==> config.mk <==
export PLATFORM = sky130hd
export DESIGN_NAME = bus_frame_receiver_flat
export DESIGN_NICKNAME = d
export VERILOG_FILES = /design/src/rtl/bus_pkg.sv /design/src/rtl/bus_frame_receiver_if.sv /design/src/rtl/crc4_serial.sv /design/src/rtl/bus_frame_receiver.sv /design/src/flat_wrapper.sv
export SDC_FILE = /design/constraint.sdc
export NUM_CORES = 1
export LEC_CHECK = 0
export CORE_ASPECT_RATIO = 0.9
export CORE_MARGIN = 5
export CORE_UTILIZATION = 35
export DETAILED_ROUTE_END_ITERATION = 8
export GPL_ROUTABILITY_DRIVEN = 0
export PLACE_DENSITY = 0.63
export SLEW_MARGIN = 25
export SYNTH_ARGS = -nofsm -noshare
export SYNTH_HDL_FRONTEND = slang
export SYNTH_SLANG_ARGS = --single-unit
==> constraint.sdc <==
create_clock -name clock -period 9.77 [get_ports clock]
set_clock_uncertainty 0.1 [all_clocks]
set_input_delay 1.954 -clock clock [delete_from_list [all_inputs] [get_ports clock]]
set_output_delay 1.954 -clock clock [all_outputs]
set_load 0.03 [all_outputs]
==> src/rtl/bus_pkg.sv <==
// bus_pkg: shared constants, FSM states and line levels for the serial frame bus
package bus_pkg;
  localparam int ADDR_W = 4;
  localparam int DATA_W = 64;
  localparam int CRC_W = 4;
  localparam int HDR_BITS = 2 * ADDR_W;
  localparam int FRAME_BITS = 78;
  localparam logic [CRC_W-1:0] CRC_POLY = 4'b0011;
  localparam logic IDLE_BIT = 1'b1;
  localparam logic START_BIT = 1'b0;
  localparam logic STOP_BIT = 1'b1;
  typedef enum logic [2:0] {IDLE, HDR, DATA, CRCF, STOP, RESYNC} state_t;
endpackage

==> src/rtl/bus_frame_receiver_if.sv <==
// bus_frame_receiver_if: serial line in, decoded frame and status out
interface bus_frame_receiver_if;
  logic bus_in;
  logic [bus_pkg::DATA_W-1:0] data_out;
  logic [bus_pkg::ADDR_W-1:0] src_addr;
  logic [bus_pkg::CRC_W-1:0] crc_out;
  logic valid;
  logic crc_err;
  logic frame_err;
  logic busy;
  modport master(output bus_in, input data_out, src_addr, crc_out, valid, crc_err, frame_err, busy);
  modport slave(input bus_in, output data_out, src_addr, crc_out, valid, crc_err, frame_err, busy);
endinterface

==> src/rtl/crc4_serial.sv <==
// crc4_serial: bit-serial CRC-4 (x^4+x+1), zero init, no final xor
module crc4_serial
  import bus_pkg::*;
(
  input  logic             clock,
  input  logic             reset,
  input  logic             clr,
  input  logic             en,
  input  logic             bit_in,
  output logic [CRC_W-1:0] crc
);
  logic fb;
  assign fb = bit_in ^ crc[CRC_W-1];
  // clear has priority so a start bit always begins from a zero remainder
  always_ff @(posedge clock or posedge reset)
    if (reset) crc <= '0;
    else if (clr) crc <= '0;
    else if (en) crc <= {crc[CRC_W-2:0], 1'b0} ^ (fb ? CRC_POLY : '0);
endmodule

==> src/rtl/bus_frame_receiver.sv <==
// bus_frame_receiver: deserializes addressed frames from the serial bus and checks their CRC
module bus_frame_receiver #(
  parameter logic [3:0] MY_ADDR = 4'd1,
  parameter int DATA_W = 64
) (
  input logic clock,
  input logic reset,
  bus_frame_receiver_if.slave bus
);
  import bus_pkg::*;
  state_t state, state_n;
  logic [6:0] cnt;
  logic [HDR_BITS-1:0] hdr;
  logic [DATA_W-1:0] dat;
  logic [CRC_W-1:0] crc_rx, crc_calc;
  logic match, deliver;
  assign bus.busy = state != IDLE;
  // next-state: each field state leaves after its last bit
  always_comb begin
    state_n = state;
    unique case (state)
      IDLE:    state_n = bus.bus_in == START_BIT ? HDR : IDLE;
      HDR:     state_n = cnt == 7'(HDR_BITS - 1) ? DATA : HDR;
      DATA:    state_n = cnt == 7'(DATA_W - 1) ? CRCF : DATA;
      CRCF:    state_n = cnt == 7'(CRC_W - 1) ? STOP : CRCF;
      STOP:    state_n = bus.bus_in == STOP_BIT ? IDLE : RESYNC;
      RESYNC:  state_n = bus.bus_in == IDLE_BIT ? IDLE : RESYNC;
      default: state_n = IDLE;
    endcase
  end
  // state register and per-state bit counter, restarted on every transition
  always_ff @(posedge clock or posedge reset)
    if (reset) begin
      state <= IDLE;
      cnt   <= '0;
    end else begin
      state <= state_n;
      cnt   <= state_n != state ? '0 : cnt + 7'd1;
    end
  // field shifters, address match, and outputs delivered the cycle after the stop bit
  always_ff @(posedge clock or posedge reset)
    if (reset) begin
      hdr           <= '0;
      dat           <= '0;
      crc_rx        <= '0;
      match         <= 1'b0;
      deliver       <= 1'b0;
      bus.frame_err <= 1'b0;
      bus.valid     <= 1'b0;
      bus.crc_err   <= 1'b0;
      bus.data_out  <= '0;
      bus.src_addr  <= '0;
      bus.crc_out   <= '0;
    end else begin
      if (state == HDR) hdr <= {hdr[HDR_BITS-2:0], bus.bus_in};
      if (state == DATA) dat <= {dat[DATA_W-2:0], bus.bus_in};
      if (state == CRCF) crc_rx <= {crc_rx[CRC_W-2:0], bus.bus_in};
      if (state == HDR && cnt == 7'(HDR_BITS - 1)) match <= {hdr[ADDR_W-2:0], bus.bus_in} == MY_ADDR;
      deliver       <= state == STOP && bus.bus_in == STOP_BIT && match;
      bus.frame_err <= state == STOP && bus.bus_in != STOP_BIT;
      bus.valid     <= deliver;
      if (deliver) begin
        bus.data_out <= dat;
        bus.src_addr <= hdr[HDR_BITS-1:ADDR_W];
        bus.crc_out  <= crc_rx;
        bus.crc_err  <= crc_calc != crc_rx;
      end
    end
  crc4_serial u_crc (
    .clock (clock),
    .reset (reset),
    .clr   (state == IDLE && bus.bus_in == START_BIT),
    .en    (state == HDR || state == DATA),
    .bit_in(bus.bus_in),
    .crc   (crc_calc)
  );
endmodule

==> src/flat_wrapper.sv <==
// flat-port wrapper written by rule: the top's interface ports become plain ports
module bus_frame_receiver_flat import bus_pkg::*;
#(
  parameter logic [3:0] MY_ADDR = 4'd1,
  parameter int DATA_W = 64
)
  (clock, reset, bus_bus_in, bus_data_out, bus_src_addr, bus_crc_out, bus_valid, bus_crc_err, bus_frame_err, bus_busy);
  bus_frame_receiver_if bus_i ();
  input logic clock;
  input logic reset;
  input wire logic [$bits(bus_i.bus_in)-1:0] bus_bus_in;
  output wire logic [$bits(bus_i.data_out)-1:0] bus_data_out;
  output wire logic [$bits(bus_i.src_addr)-1:0] bus_src_addr;
  output wire logic [$bits(bus_i.crc_out)-1:0] bus_crc_out;
  output wire logic [$bits(bus_i.valid)-1:0] bus_valid;
  output wire logic [$bits(bus_i.crc_err)-1:0] bus_crc_err;
  output wire logic [$bits(bus_i.frame_err)-1:0] bus_frame_err;
  output wire logic [$bits(bus_i.busy)-1:0] bus_busy;
  assign bus_i.bus_in = bus_bus_in;
  assign bus_data_out = bus_i.data_out;
  assign bus_src_addr = bus_i.src_addr;
  assign bus_crc_out = bus_i.crc_out;
  assign bus_valid = bus_i.valid;
  assign bus_crc_err = bus_i.crc_err;
  assign bus_frame_err = bus_i.frame_err;
  assign bus_busy = bus_i.busy;
  bus_frame_receiver #(.MY_ADDR(MY_ADDR), .DATA_W(DATA_W)) u_core (.clock(clock), .reset(reset), .bus(bus_i));
endmodule
==> metrics.csv, run 1 <==
metric,value,unit
vias,3514,
Crit Reg-Reg Startpoint,u_core.state[0],
net switching power,472,uW
multi-input logic area,0.00222,mm^2
Hold Fails Final Rpt,0,
total wire length,11.2,mm
clock buffer count from CTS,17,
syn_nets,423,
First-pass DRT Iterations,4,
Worst R2R End,u_core.match,
Sw Ratio,26.9,%
Synth area leaders,"dfrtp_1 (64%), mux2_2 (26%), clkbuf_1 (0.87%)",
Post-DP Area,0.00751,mm^2
clk slew on worst S/H paths,60,ps
"Top FF cell, synth",dfrtp_1,
initial antenna violation count,0,
fin nets,499,
starting DRC count in detailed routing,144,
sequential share of power,47.5,%
diode count,0,
FF-to-FF path depth,4,
Hold Crit Endpoint,u_core.cnt[0],
utilization after layout,44.4,%
placed insts,719,
CTS max path bufs,2,
Area Growth Syn to Fin,25.2,%
Hold WC Path Type,reg2reg,
initial core utilization,35.5,%
relative slew slack,39.8,%
Clk network pwr share,38.1,%
H-tree depth,4,
crit-path cells,"or3_1, clkdlybuf4s50_1",
Synthesis Warnings,0,
Hold Crit Depth,1,
Worst-Margin Slew,902,ps
# Post-CTS Setup Buffers,0,
FF/Latch Area,0.00418,mm^2
status,finished clean,
Mapped Area,0.00651,mm^2
largest net degree at the start of global routing,101,
Final Max Slew Viols,0,
Fill cells,1668,
GRT Util Overall,11.1,%
register area share after synthesis,64.2,%
Max Clock Freq,0.241,GHz
Hold WS,368,ps
"FF+latch count, synth",167,
layout cells sized above 1,37.5,%
static leakage,3.86,nW
Core Footprint,0.0183,mm^2
"IR drop worst, VDD",0.127,mV
I/O Buffers,78,
hold_buf cts,0,
Die Span Y,139,um
Post-CTS Resized,0,
drc violations,0,
share of the synthesized area in the top cell type,64.2,%
Post-synth EDFFs,0,
P_int,1.29,mW
RSZ-0062 raised after global routing,false,
WL/cell,14.9,um
Clk Tree Root Cell,clkbuf_16,
vias in the first global route,3712,
Post-DRT Antenna Nets,0,
post-route cell area,0.00815,mm^2
Max Cap Violations,0,
count of clock tree sinks,167,
power share of the combinational group,14.4,%
fin crit share,42.5,%
Setup CP Type,reg2out,
CTS tree,done,
Worst-Skew Late Latency,420,ps
I/O pin total,79,
Die ar.,0.0214,mm^2
Worst EP arrival,2100,ps
"slowest stage delay, CP",610,ps
type of element capturing the critical path,output pin,
element type at the critical path start,register,
"non-filler cells, final",752,
total congestion overflow,0,
"Setup violations, final",0,
minimum clock period after layout,4150,ps
cells after synthesis,419,
CP max FO,19,
vias per cell,4.67,
die width,154,um
leading area contributor after synthesis,dfrtp_1,
critical path data required time,7720,ps
global-route wire length before repair,19.5,mm
syn_area_per_cell,15.5,um^2
setup_tns,0,ps
DP HPWL,6.91,mm
ys async rst share,100,%
row cnt,47,
Critical-path top delay cell,clkdlybuf4s50_1,
"Distinct cells, synth",36,
min-delay src,u_core.cnt[0],
FF-to-FF setup slack,7270,ps
power density over cell area,216,mW/mm^2
==> kinds of logic (layout without fill, tap and decap cells) <==
kind of cell | after synthesis | in the layout | share of synthesized area [%]
simple gates | 42 | 42 | 3.58
mux | 150 | 150 | 26.0
compound gates | 22 | 22 | 2.56
flops | 167 | 167 | 64.2
fa+ha+maj | 1 | 1 | 0.192
xor+xnor | 12 | 12 | 1.85
buf+inv | 25 | 113 | 1.65
==> state kept, by name, summed over array words and instances, names as in the netlist <==
| signal | flops |
|---|---|
| u_core.cnt | 7 |
| u_core.bus.frame_err | 1 |
| u_core.bus.crc_out | 4 |
| u_core.state | 3 |
| u_core.crc_rx | 4 |
| u_core.dat | 64 |
| u_core.bus.valid | 1 |
| u_core.hdr | 8 |
| u_core.deliver | 1 |
| u_core.bus.data_out | 64 |
| u_core.bus.crc_err | 1 |
| u_core.match | 1 |
| u_core.u_crc.crc | 4 |
| u_core.bus.src_addr | 4 |
==> critical path, delay by kind of cell, from the launching register on <==
kind | cells | cell delay [ps]
flip-flops | 1 | 600
AND/OR/NAND/NOR | 1 | 470
buffers and inverters | 1 | 610
==> layout make-up <==
type / instances / area share (%)
Tap cell: 245 / 3.76
Clock inverter: 12 / 1.78
Sequential cell: 167 / 51.3
Clock buffer: 19 / 5.56
Inverter: 1 / 0.107
Multi-Input combinational cell: 227 / 27.3
Timing Repair Buffer: 81 / 10.2
==> cells in the mapped netlist, types with 2 or more instances <==
| cell type | instances |
|---|---|
| dfrtp_1 | 167 |
| mux2_2 | 150 |
| clkbuf_1 | 15 |
| nor2_1 | 9 |
| buf_2 | 8 |
| nand2_1 | 8 |
| nor2b_1 | 6 |
| nor3_1 | 6 |
| xor2_1 | 6 |
| xnor2_1 | 5 |
| a21o_1 | 4 |
| a21oi_1 | 4 |
| a22oi_1 | 3 |
| nand3_1 | 3 |
| o21ai_0 | 3 |
| a221oi_1 | 2 |
==> cell usage in the layout (no fill, tap or decap), types with 2 or more instances in the layout <==
cell / instances
dfrtp_1: 166
mux2_2: 150
clkdlybuf4s50_1: 78
clkbuf_16: 17
nor2_1: 9
nand2_1: 8
nor2b_1: 6
nor3_1: 6
xor2_1: 6
xnor2_1: 5
a21o_1: 4
a21oi_1: 4
clkinvlp_4: 4
nand3_1: 3
o21ai_0: 3
inv_6: 3
a22oi_1: 3
clkinv_4: 3
a221oi_1: 2
bufinv_16: 2
clkbuf_8: 2
buf_12: 2
==> metal layers <==
metal	share of wire, %	vias to the layer above	routed length (um)	global-route usage [%]
li1	-	1645	-	-
met1	47	1785	5270	14.8
met2	46	68	5140	16.8
met3	5.2	16	585	3.97
met4	1.6	0	175	4.00
met5	0	-	0	0
==> power by group through the flow <==
stage | Clock [mW] | Sequential [mW] | Combinational, mW
2_1_floorplan | 0 | 0.815 | 0.227
3_3_place_gp | 0 | 0.841 | 0.243
3_5_place_dp | 0 | 0.846 | 0.254
4_1_cts | 0.689 | 0.833 | 0.256
5_1_grt | 0.717 | 0.845 | 0.283
6_report | 0.670 | 0.834 | 0.253
==> worst max path at each step <==
stage | slack (ps) | to | start
after detailed placement | 5500 | u_core.deliver | reset
after CTS | 5600 | bus_busy | u_core.state[1]
after floorplan | 3200 | u_core.bus.crc_err | reset
after global placement | 5580 | u_core.deliver | reset
after global routing | 5520 | bus_busy | u_core.state[1]
final | 5620 | bus_busy | u_core.state[1]
==> through the flow <==
| stage | power, mW | worst slack (ps) |
|---|---|---|
| final | 1.76 | 5620 |
| after global routing | 1.85 | 5520 |
| after CTS | 1.78 | 5600 |
| after detailed placement | 1.10 | 5500 |
| after global placement | 1.08 | 5580 |
| after floorplan | 1.04 | 3200 |
No activity file was read; power rests on OpenSTA's default activity.
==> inputs of run 2 (changes only) <==
==> constraint.sdc (replaced) <==
create_clock -name clock -period 3.95 [get_ports clock]
set_clock_uncertainty 0.1 [all_clocks]
set_input_delay 0.79 -clock clock [delete_from_list [all_inputs] [get_ports clock]]
set_output_delay 0.79 -clock clock [all_outputs]
set_load 0.03 [all_outputs]
==> metrics.csv, run 2 (synthesis gave the netlist of run 1 again) <==
metric,value,unit,change
vias in the first global route,3892,,+4.8%
vias,3552,,+1.1%
Fill cells,1642,,-1.6%
I/O Buffers,78,,unchanged
WL/cell,15.3,um,+2.8%
min-delay src,u_core.cnt[0],,
vias per cell,4.72,,+1.1%
Die ar.,0.0214,mm^2,unchanged
fin nets,499,,unchanged
Hold WC Path Type,reg2reg,,
"commonest non-fill, non-tap cell in the layout",dfrtp_1,,
"non-filler cells, final",752,,unchanged
Post-CTS Resized,0,,unchanged
status,finished clean,,
row cnt,47,,unchanged
Routed met1 length,5.29,mm,+0.36%
initial core utilization,35.5,%,unchanged
"IR drop worst, VDD",0.337,mV,+170%
Worst-Margin Slew,908,ps,+5.14 ps
Die Span Y,139,um,unchanged
Met3 Routed Length,511,um,-13%
power density over cell area,532,mW/mm^2,+150%
critical path data required time,3060,ps,-4660 ps
global-route wire length before repair,20.3,mm,+4.4%
minimum clock period after layout,2990,ps,
"CP delay by family, top",flip-flops,,
clock buffer count from CTS,17,,unchanged
H-tree depth,4,,unchanged
"Setup violations, final",0,,unchanged
largest registers,"u_core.bus.data_out x64, u_core.dat x64, u_core.hdr x8",,
"commonest cells after routing, fill and taps aside","dfrtp_1 (166), mux2_2 (150), clkdlybuf4s50_1 (78)",,
fin crit share,75.7,%,
die width,154,um,unchanged
type of element capturing the critical path,output pin,,
diode count,0,,unchanged
Final WS setup,961,ps,-4650 ps
drc violations,0,,unchanged
Worst Path Buf+Inv,1,,unchanged
CTS tree,done,,
DP HPWL,7.16,mm,+3.5%
CTS max path bufs,2,,unchanged
Setup CP Type,reg2out,,
total congestion overflow,0,,unchanged
starting DRC count in detailed routing,228,,+58%
setup_tns,0,ps,unchanged
CP max FO,19,,unchanged
met2 routed WL,5.59,mm,+8.7%
Critical-path top delay cell,dfrtp_1,,
total wire length,11.5,mm,+2.8%
Worst EP arrival,2100,ps,about the same
# Post-CTS Setup Buffers,0,,unchanged
FF/Latch Area,0.00418,mm^2,unchanged
crit-path cells,"or3_1, clkdlybuf4s50_1",,
Final Max Slew Viols,0,,unchanged
post-route cell area,0.00815,mm^2,about the same
GRT Util Overall,11.6,%,+0.50 points
static leakage,3.85,nW,-0.24%
Worst R2R End,u_core.match,,
Placement Setup Slack,1140,ps,-4360 ps
largest net degree at the start of global routing,168,,+66%
Hold Fails Final Rpt,0,,unchanged
I/O pin total,79,,unchanged
top layer in use,met4,,
RSZ-0062 raised after global routing,false,,
Post-DP Area,0.00753,mm^2,+0.25%
multi-input logic area,0.00222,mm^2,unchanged
Core Footprint,0.0183,mm^2,unchanged
layout cells sized above 1,37.3,%,-0.20 points
First-pass DRT Iterations,7,,+3
placed insts,720,,+0.14%
Clk Tree Root Cell,clkbuf_16,,
clk slew on worst S/H paths,60,ps,about the same
count of clock tree sinks,167,,unchanged
Post-DRT Antenna Nets,0,,unchanged
total power,4.33,mW,+150%
"slowest stage delay, CP",610,ps,about the same
Crit Reg-Reg Startpoint,u_core.state[0],,
Area Growth Syn to Fin,25.2,%,about the same
initial antenna violation count,0,,unchanged
hold_buf cts,0,,unchanged
Hold Crit Depth,1,,unchanged
Max Cap Violations,0,,unchanged
Worst-Skew Late Latency,420,ps,about the same
relative slew slack,39.5,%,-0.34 points
element type at the critical path start,register,,
Max Clock Freq,0.335,GHz,
Hold Crit Endpoint,u_core.cnt[0],,
FF-to-FF setup slack,1430,ps,-5840 ps
FF-to-FF path depth,4,,unchanged
run 2: cell count changes in the layout (fill, tap and decap cells not counted), sizes merged:
cell and delta:
clkinv -1, clkbuf +2, inv -3, clkinvlp +2
run 2: power breakdown:
part	total (mW)	switching [mW]	internal, mW	leakage (nW)
combinational	0.631	0.295	0.336	1.29
sequential	2.06	0.191	1.87	2.28
clock	1.64	0.661	0.979	0.274
total	4.33	1.15	3.19	3.85
run 2: worst max-delay path by stage:
stage                     slack [ps]             endpoint       startpoint  cells past startpoint
final                            960             bus_busy  u_core.state[1]                      2
after global routing             860             bus_busy  u_core.state[1]                      2
after CTS                        930             bus_busy  u_core.state[1]                      2
after detailed placement        1140  u_core.u_crc.crc[1]       bus_bus_in                      4
after global placement          1200  u_core.u_crc.crc[1]       bus_bus_in                      4
after floorplan                  930   u_core.bus.crc_err            reset                      1
run 2: final cells by class:
type / count / area share [%]
tap: 245 / 3.76
clock inverter: 10 / 1.47
inverter: 1 / 0.0922
multi-input combinational: 227 / 27.3
sequential: 167 / 51.3
timing repair buffer: 81 / 10.3
clock buffer: 21 / 5.77
run 2: through the flow:
step / hold slack [ps] / util, %
global placement: 356 / 41.0
detailed placement: 369 / 41.0
finish: 376 / 44.4
CTS: 377 / 44.3
global route: 386 / 44.4
floorplan: 270 / -
run 2: routing by layer:
| layer | track usage, % | up-vias |
|---|---|---|
| li1 | - | 1644 |
| met1 | 15.1 | 1834 |
| met2 | 18.3 | 66 |
| met3 | 4.10 | 8 |
| met4 | 3.49 | 0 |
| met5 | 0 | - |
==> RTL change 1, RTL diff (flow settings as in run 2) <==
The 6 states of `state_t` get a one-hot encoding in 6 bits.
--- a/src/rtl/bus_pkg.sv
+++ b/src/rtl/bus_pkg.sv
@@ -10,5 +10,5 @@
   localparam logic START_BIT = 1'b0;
   localparam logic STOP_BIT = 1'b1;
-  typedef enum logic [2:0] {IDLE, HDR, DATA, CRCF, STOP, RESYNC} state_t;
+  typedef enum logic [5:0] {IDLE = 6'b000001, HDR = 6'b000010, DATA = 6'b000100, CRCF = 6'b001000, STOP = 6'b010000, RESYNC = 6'b100000} state_t;
 endpackage
 
Function: no difference found for any inputs over 10 cycles, from zero or initial values and one cycle with reset high; not proved beyond that.
==> RTL change 1 against run 2 <==
Synthesized area grew 3.6%; cell area increased by 3.0%; sequential cell count is 3 higher; non-clock buffer count up 1; sequential share of layout area shrank 0.58 points; routed wire length increased by 12%; synthesized cell count rose by 37%; setup slack worse by 0.16 ns; die area grew 3.3%; largest cell class unchanged.
Power is not compared: it rests on default switching activity, and its combinational part moved more than twofold at a synthesized area within 25%.
==> RTL change 1: results (changes against run 2) <==
[run_status]
status=finished clean  ; unchanged

[layout]
fin_nets=651  ; was 499
reg_top3=u_core.bus.data_out: 64 flops, u_core.dat: 64 flops, u_core.hdr: 8 flops  ; unchanged
drive_gt1_share_pct=20.3  ; was 37.3%
insertedDiodeCount=0  ; unchanged

[clock_network]
cts_buffers=17  ; unchanged
cts.repair.resized=0  ; unchanged
path_clk_slew_ns=0.06  ; about the same
cts_buffer_depth=2  ; unchanged
clk_latency_ns=0.42  ; about the same
cts_max_level=4  ; unchanged
cts_root_buffer=clkbuf_16  ; unchanged
post_cts_buffers=0  ; unchanged

[pwr]
p_leak_nw=4.03
power_leader=sequential cells
power_frac_seq_pct=49.0
peakVddDrop_v=0.000341
clk-power_mw=1.78
switching_share_pct=21.1

[logic_synthesis]
synthArstFlopShare_pct=100  ; unchanged
synth_most_common_cell=nand2_1  ; was dfrtp_1
synth.distinct_cells=39  ; was 36
synth_area_leaders=dfrtp_1 63%, mux2_2 14%, nand2_1 11%  ; was dfrtp_1 64%, mux2_2 26%, clkbuf_1 0.87%
synth_common_cells=200 x nand2_1, 169 x dfrtp_1, 86 x mux2_2  ; was 167 x dfrtp_1, 150 x mux2_2, 15 x clkbuf_1
synth_seq_area_share_pct=63.1  ; was 64.2%
syn_nets=580  ; was 423

[placement]
port_buffers=78  ; unchanged
hpwl_mm=8.42  ; was 7.16 mm
place_ws_ns=0.692  ; was 1.14 ns

[critical_path]
cp.arrival_ns=2.26  ; was 2.10 ns
r2r-start=u_core.state[1]  ; was u_core.state[0]
critPathLaunch=u_core.state[5]  ; was u_core.state[1]
crit_fanout=8  ; was 19
reg2reg_to=u_core.dat[61]  ; was u_core.match
rr_worst_depth=5  ; was 4
cp-endpoint=bus_busy  ; unchanged
regToRegSetupSlack_ns=1.41  ; was 1.43 ns

[global_routing]
antenna_found_initial=0  ; unchanged
grt_start_max_net_pins=79  ; was 168
track_usage_pct=12.2  ; was 11.6%
grt_pass1_wl_mm=21.8  ; was 20.3 mm
grt_pass1_vias=4361  ; was 3892

[routing]
vias=4306  ; was 3552
dr.pass1.iters=4  ; was 7
wl_per_cell_microns=14.1  ; was 15.3 microns
drtIter0Drc=182  ; was 228

[timing]
drv_slew=0  ; unchanged
max_slew.worst_pin.slew_ns=1.00  ; was 0.908 ns
min_period_ns=3.15  ; was 2.99 ns

[min_path]
hold_path.class=register to register  ; unchanged
holdPathEnd=u_core.dat[1]  ; was u_core.cnt[0]
hp-start=u_core.dat[0]  ; was u_core.cnt[0]
min_path_cells=2  ; was 1

[job]
maxCapViolCount=0  ; unchanged

## RTL change 1: cell count changes after synthesis, moves of 4 or more
cell,delta
nor2b_1,-5
o21ai_0,+7
nand2_1,+192
nand2b_1,+6
buf_2,+7
mux2_2,-64
nor2_1,+4
nor3_1,-4
## RTL change 1: cell families (layout without fill, tap and decap cells)
| family | Yosys count | count (layout) | share of synthesized area (%) |
|---|---|---|---|
| AND/OR/NAND/NOR | 248 | 248 | 15.8 |
| multiplexers | 86 | 86 | 14.4 |
| adder cells (fa/ha/maj) | 1 | 1 | 0.186 |
| buffers and inverters | 32 | 115 | 2.34 |
| flip-flops | 170 | 170 | 63.1 |
| AO/OA/AOI/OAI | 27 | 27 | 2.58 |
| XOR/XNOR | 12 | 12 | 1.56 |
## RTL change 1: cell type report
type	count	area [sq um]
clock inverter	9	163
inverter	2	11.3
clock buffer	22	474
fill	1740	10600
multi-input combinational	374	2330
timing repair buffer	82	836
sequential	170	4260
tap	250	313
## RTL change 1: stage by stage
stage               hold WS, ns  power (mW)  area, sq um  utilization, %  std cells
finish                    0.387        3.74         8390            44.1        909
global route              0.412        3.89         8390            44.1        909
CTS                       0.393        3.80         8390            44.1        909
detailed placement        0.377        2.00         7750            40.7        878
global placement          0.371        1.98         7750            40.7        878
floorplan                 0.270        1.95         6740               -        576
## RTL change 1: worst max-delay path, stage by stage, from the launching register on
cell and delay [ns]:
dfrtp_1 0.47, nor4_1 0.44, nand3b_1 0.26, clkdlybuf4s50_1 0.67
## RTL change 1: layer usage
metal,global-route usage (%),wire length (microns),vias up
met4,3.47,138,0
li1,-,-,2044
met2,19.9,6180,85
met3,3.72,633,13
met1,15.8,5900,2164
met5,0,0,-
==> RTL change 2, RTL diff (settings of run 2) <==
Made on the original files. `DATA_W` is set to 64 in 3 places; all go to 128.
--- a/src/rtl/bus_pkg.sv
+++ b/src/rtl/bus_pkg.sv
@@ -2,5 +2,5 @@
 package bus_pkg;
   localparam int ADDR_W = 4;
-  localparam int DATA_W = 64;
+  localparam int DATA_W = 128;
   localparam int CRC_W = 4;
   localparam int HDR_BITS = 2 * ADDR_W;
--- a/src/rtl/bus_frame_receiver.sv
+++ b/src/rtl/bus_frame_receiver.sv
@@ -2,5 +2,5 @@
 module bus_frame_receiver #(
   parameter logic [3:0] MY_ADDR = 4'd1,
-  parameter int DATA_W = 64
+  parameter int DATA_W = 128
 ) (
   input logic clock,
--- a/src/flat_wrapper.sv
+++ b/src/flat_wrapper.sv
@@ -3,5 +3,5 @@
 #(
   parameter logic [3:0] MY_ADDR = 4'd1,
-  parameter int DATA_W = 64
+  parameter int DATA_W = 128
 )
   (clock, reset, bus_bus_in, bus_data_out, bus_src_addr, bus_crc_out, bus_valid, bus_crc_err, bus_frame_err, bus_busy);
Interface: changed (resized bus_data_out); port bits go from 79 to 143. No check against the original RTL was run, so the function may have changed too.
==> RTL change 2 against run 2 <==
Via count rose by 69%; global-route usage rose by 0.28 points; routed wire length up 82%; sequential share of layout area is 0.91 points higher; cell area increased by 74%; setup slack worse by 0.068 ns; fmax decreased by 2.2%; power is 59% higher; sequential cell count grew 128; die area increased by 68%; non-clock buffer count increased by 70; synthesized area rose by 74%; critical path type unchanged; largest power group unchanged; highest routed layer unchanged.
==> RTL change 2: results (changes against run 2) <==
[run_status]
status=finished clean  ; unchanged

[global_routing]
grt_pass1_wl_mm=35.9  ; was 20.3 mm
grt_start_max_net_pins=82  ; was 168
track_usage_pct=11.9  ; was 11.6%
grt_pass1_vias=6418  ; was 3892
use_met3_pct=3.27  ; was 4.10%
use_met2_pct=18.6  ; was 18.3%
met1_usage_pct=16.6  ; was 15.1%

[logic_synthesis]
synth_seq_area_share_pct=65.4  ; was 64.2%
syn_nets=693  ; was 423
synth_area_leaders=dfrtp_1 65%, mux2_2 28%, buf_6 1.0%  ; was dfrtp_1 64%, mux2_2 26%, clkbuf_1 0.87%
synth.distinct_cells=37  ; was 36
synth_common_cells=295 x dfrtp_1, 277 x mux2_2, 18 x buf_2  ; was 167 x dfrtp_1, 150 x mux2_2, 15 x clkbuf_1

[critical_path]
rr_worst_depth=3  ; was 4
reg2reg_to=u_core.dat[88]  ; was u_core.match
regToRegSetupSlack_ns=1.69  ; was 1.43 ns
cp.arrival_ns=2.17  ; was 2.10 ns

[clock_network]
clk_latency_ns=0.54  ; was 0.42 ns
cts_max_level=1  ; was 4

[placement]
hpwl_mm=13.0  ; was 7.16 mm

[routing]
dr.pass1.iters=4  ; was 7
drtIter0Drc=190  ; was 228
via_per_inst=4.72  ; about the same
wl_per_cell_microns=16.4  ; was 15.3 microns

[pwr]
p_leak_nw=6.76  ; was 3.85 nW
peakVddDrop_v=0.000306  ; was 0.000337 V

[layout]
reg_top3=u_core.bus.data_out: 128 flops, u_core.dat: 128 flops, u_core.hdr: 8 flops  ; was u_core.bus.data_out: 64 flops, u_core.dat: 64 flops, u_core.hdr: 8 flops
fin_nets=839  ; was 499

[timing]
maxSlewHeadroom_pct=49.8  ; was 39.5%

[RTL change 2: cell count changes after synthesis, moves of 2 or more]
| cell | delta |
|---|---|
| dfrtp_1 | +128 |
| mux2_2 | +127 |
| buf_2 | +10 |
| buf_6 | +10 |
| clkbuf_1 | -10 |
| buf_4 | +3 |
| and2b_1 | +2 |
| and3_1 | +2 |
| nand3_1 | +2 |
| nor2_1 | -2 |
[RTL change 2: worst min path at each step]
stage / from / end / slack, ns / depth (start not counted)
final: u_core.cnt[0] / u_core.cnt[0] / 0.38 / 1
after global routing: u_core.cnt[0] / u_core.cnt[0] / 0.41 / 1
after CTS: u_core.cnt[0] / u_core.cnt[0] / 0.39 / 1
after detailed placement: u_core.cnt[0] / u_core.cnt[0] / 0.38 / 1
after global placement: u_core.cnt[0] / u_core.cnt[0] / 0.36 / 1
after floorplan: u_core.deliver / u_core.bus.valid / 0.29 / 0
[RTL change 2: final cells by class]
cell class,instances,area [sq um]
Sequential cell,295,7390
Timing Repair Buffer,151,1560
Fill cell,2837,17700
Clock buffer,46,922
Multi-Input combinational cell,355,3660
Tap cell,416,520
Clock inverter,9,73.8
Inverter,1,7.51
[RTL change 2: through the flow]
step	setup WS, ns	hold WS (ns)	TNS (ns)	cell area [sq um]	instances
CTS	0.848	0.392	0	14100	1273
detailed placement	1.18	0.382	0	13100	1218
floorplan	-0.857	0.286	-252.85	11300	689
finish	0.893	0.383	0	14100	1273
global route	0.778	0.405	0	14100	1273
global placement	1.24	0.362	0	13100	1218
[RTL change 2: metal layers]
layer,share of wire [%],vias up,wire length [microns]
li1,-,2751,-
met2,46,102,9720
met5,0,-,0
met1,45,3116,9460
met3,6.2,34,1290
met4,2.2,0,458
[RTL change 2: logic make-up after synthesis]
kind of cell               count (synthesis)  share of synthesized area, %
AOI/OAI and AO/OA                         22                          1.35
xor gates and xnor gates                  12                          1.06
adders and majority gates                  1                         0.111
buffers and inverters                     39                          2.29
DFF                                      295                          65.4
muxes                                    278                          27.7
and+or+nand+nor                           42                          2.08
[RTL change 2: critical path: stages (launching register included)]
cell	delay, ns
dfrtp_1	0.58
or3_1	0.44
clkdlybuf4s50_1	0.61
[RTL change 2: report_power, final]
part	internal, mW	switching [mW]
Sequential	3.18	0.183
Clock	1.67	1.15
Combinational	0.366	0.339
Total	5.21	1.68
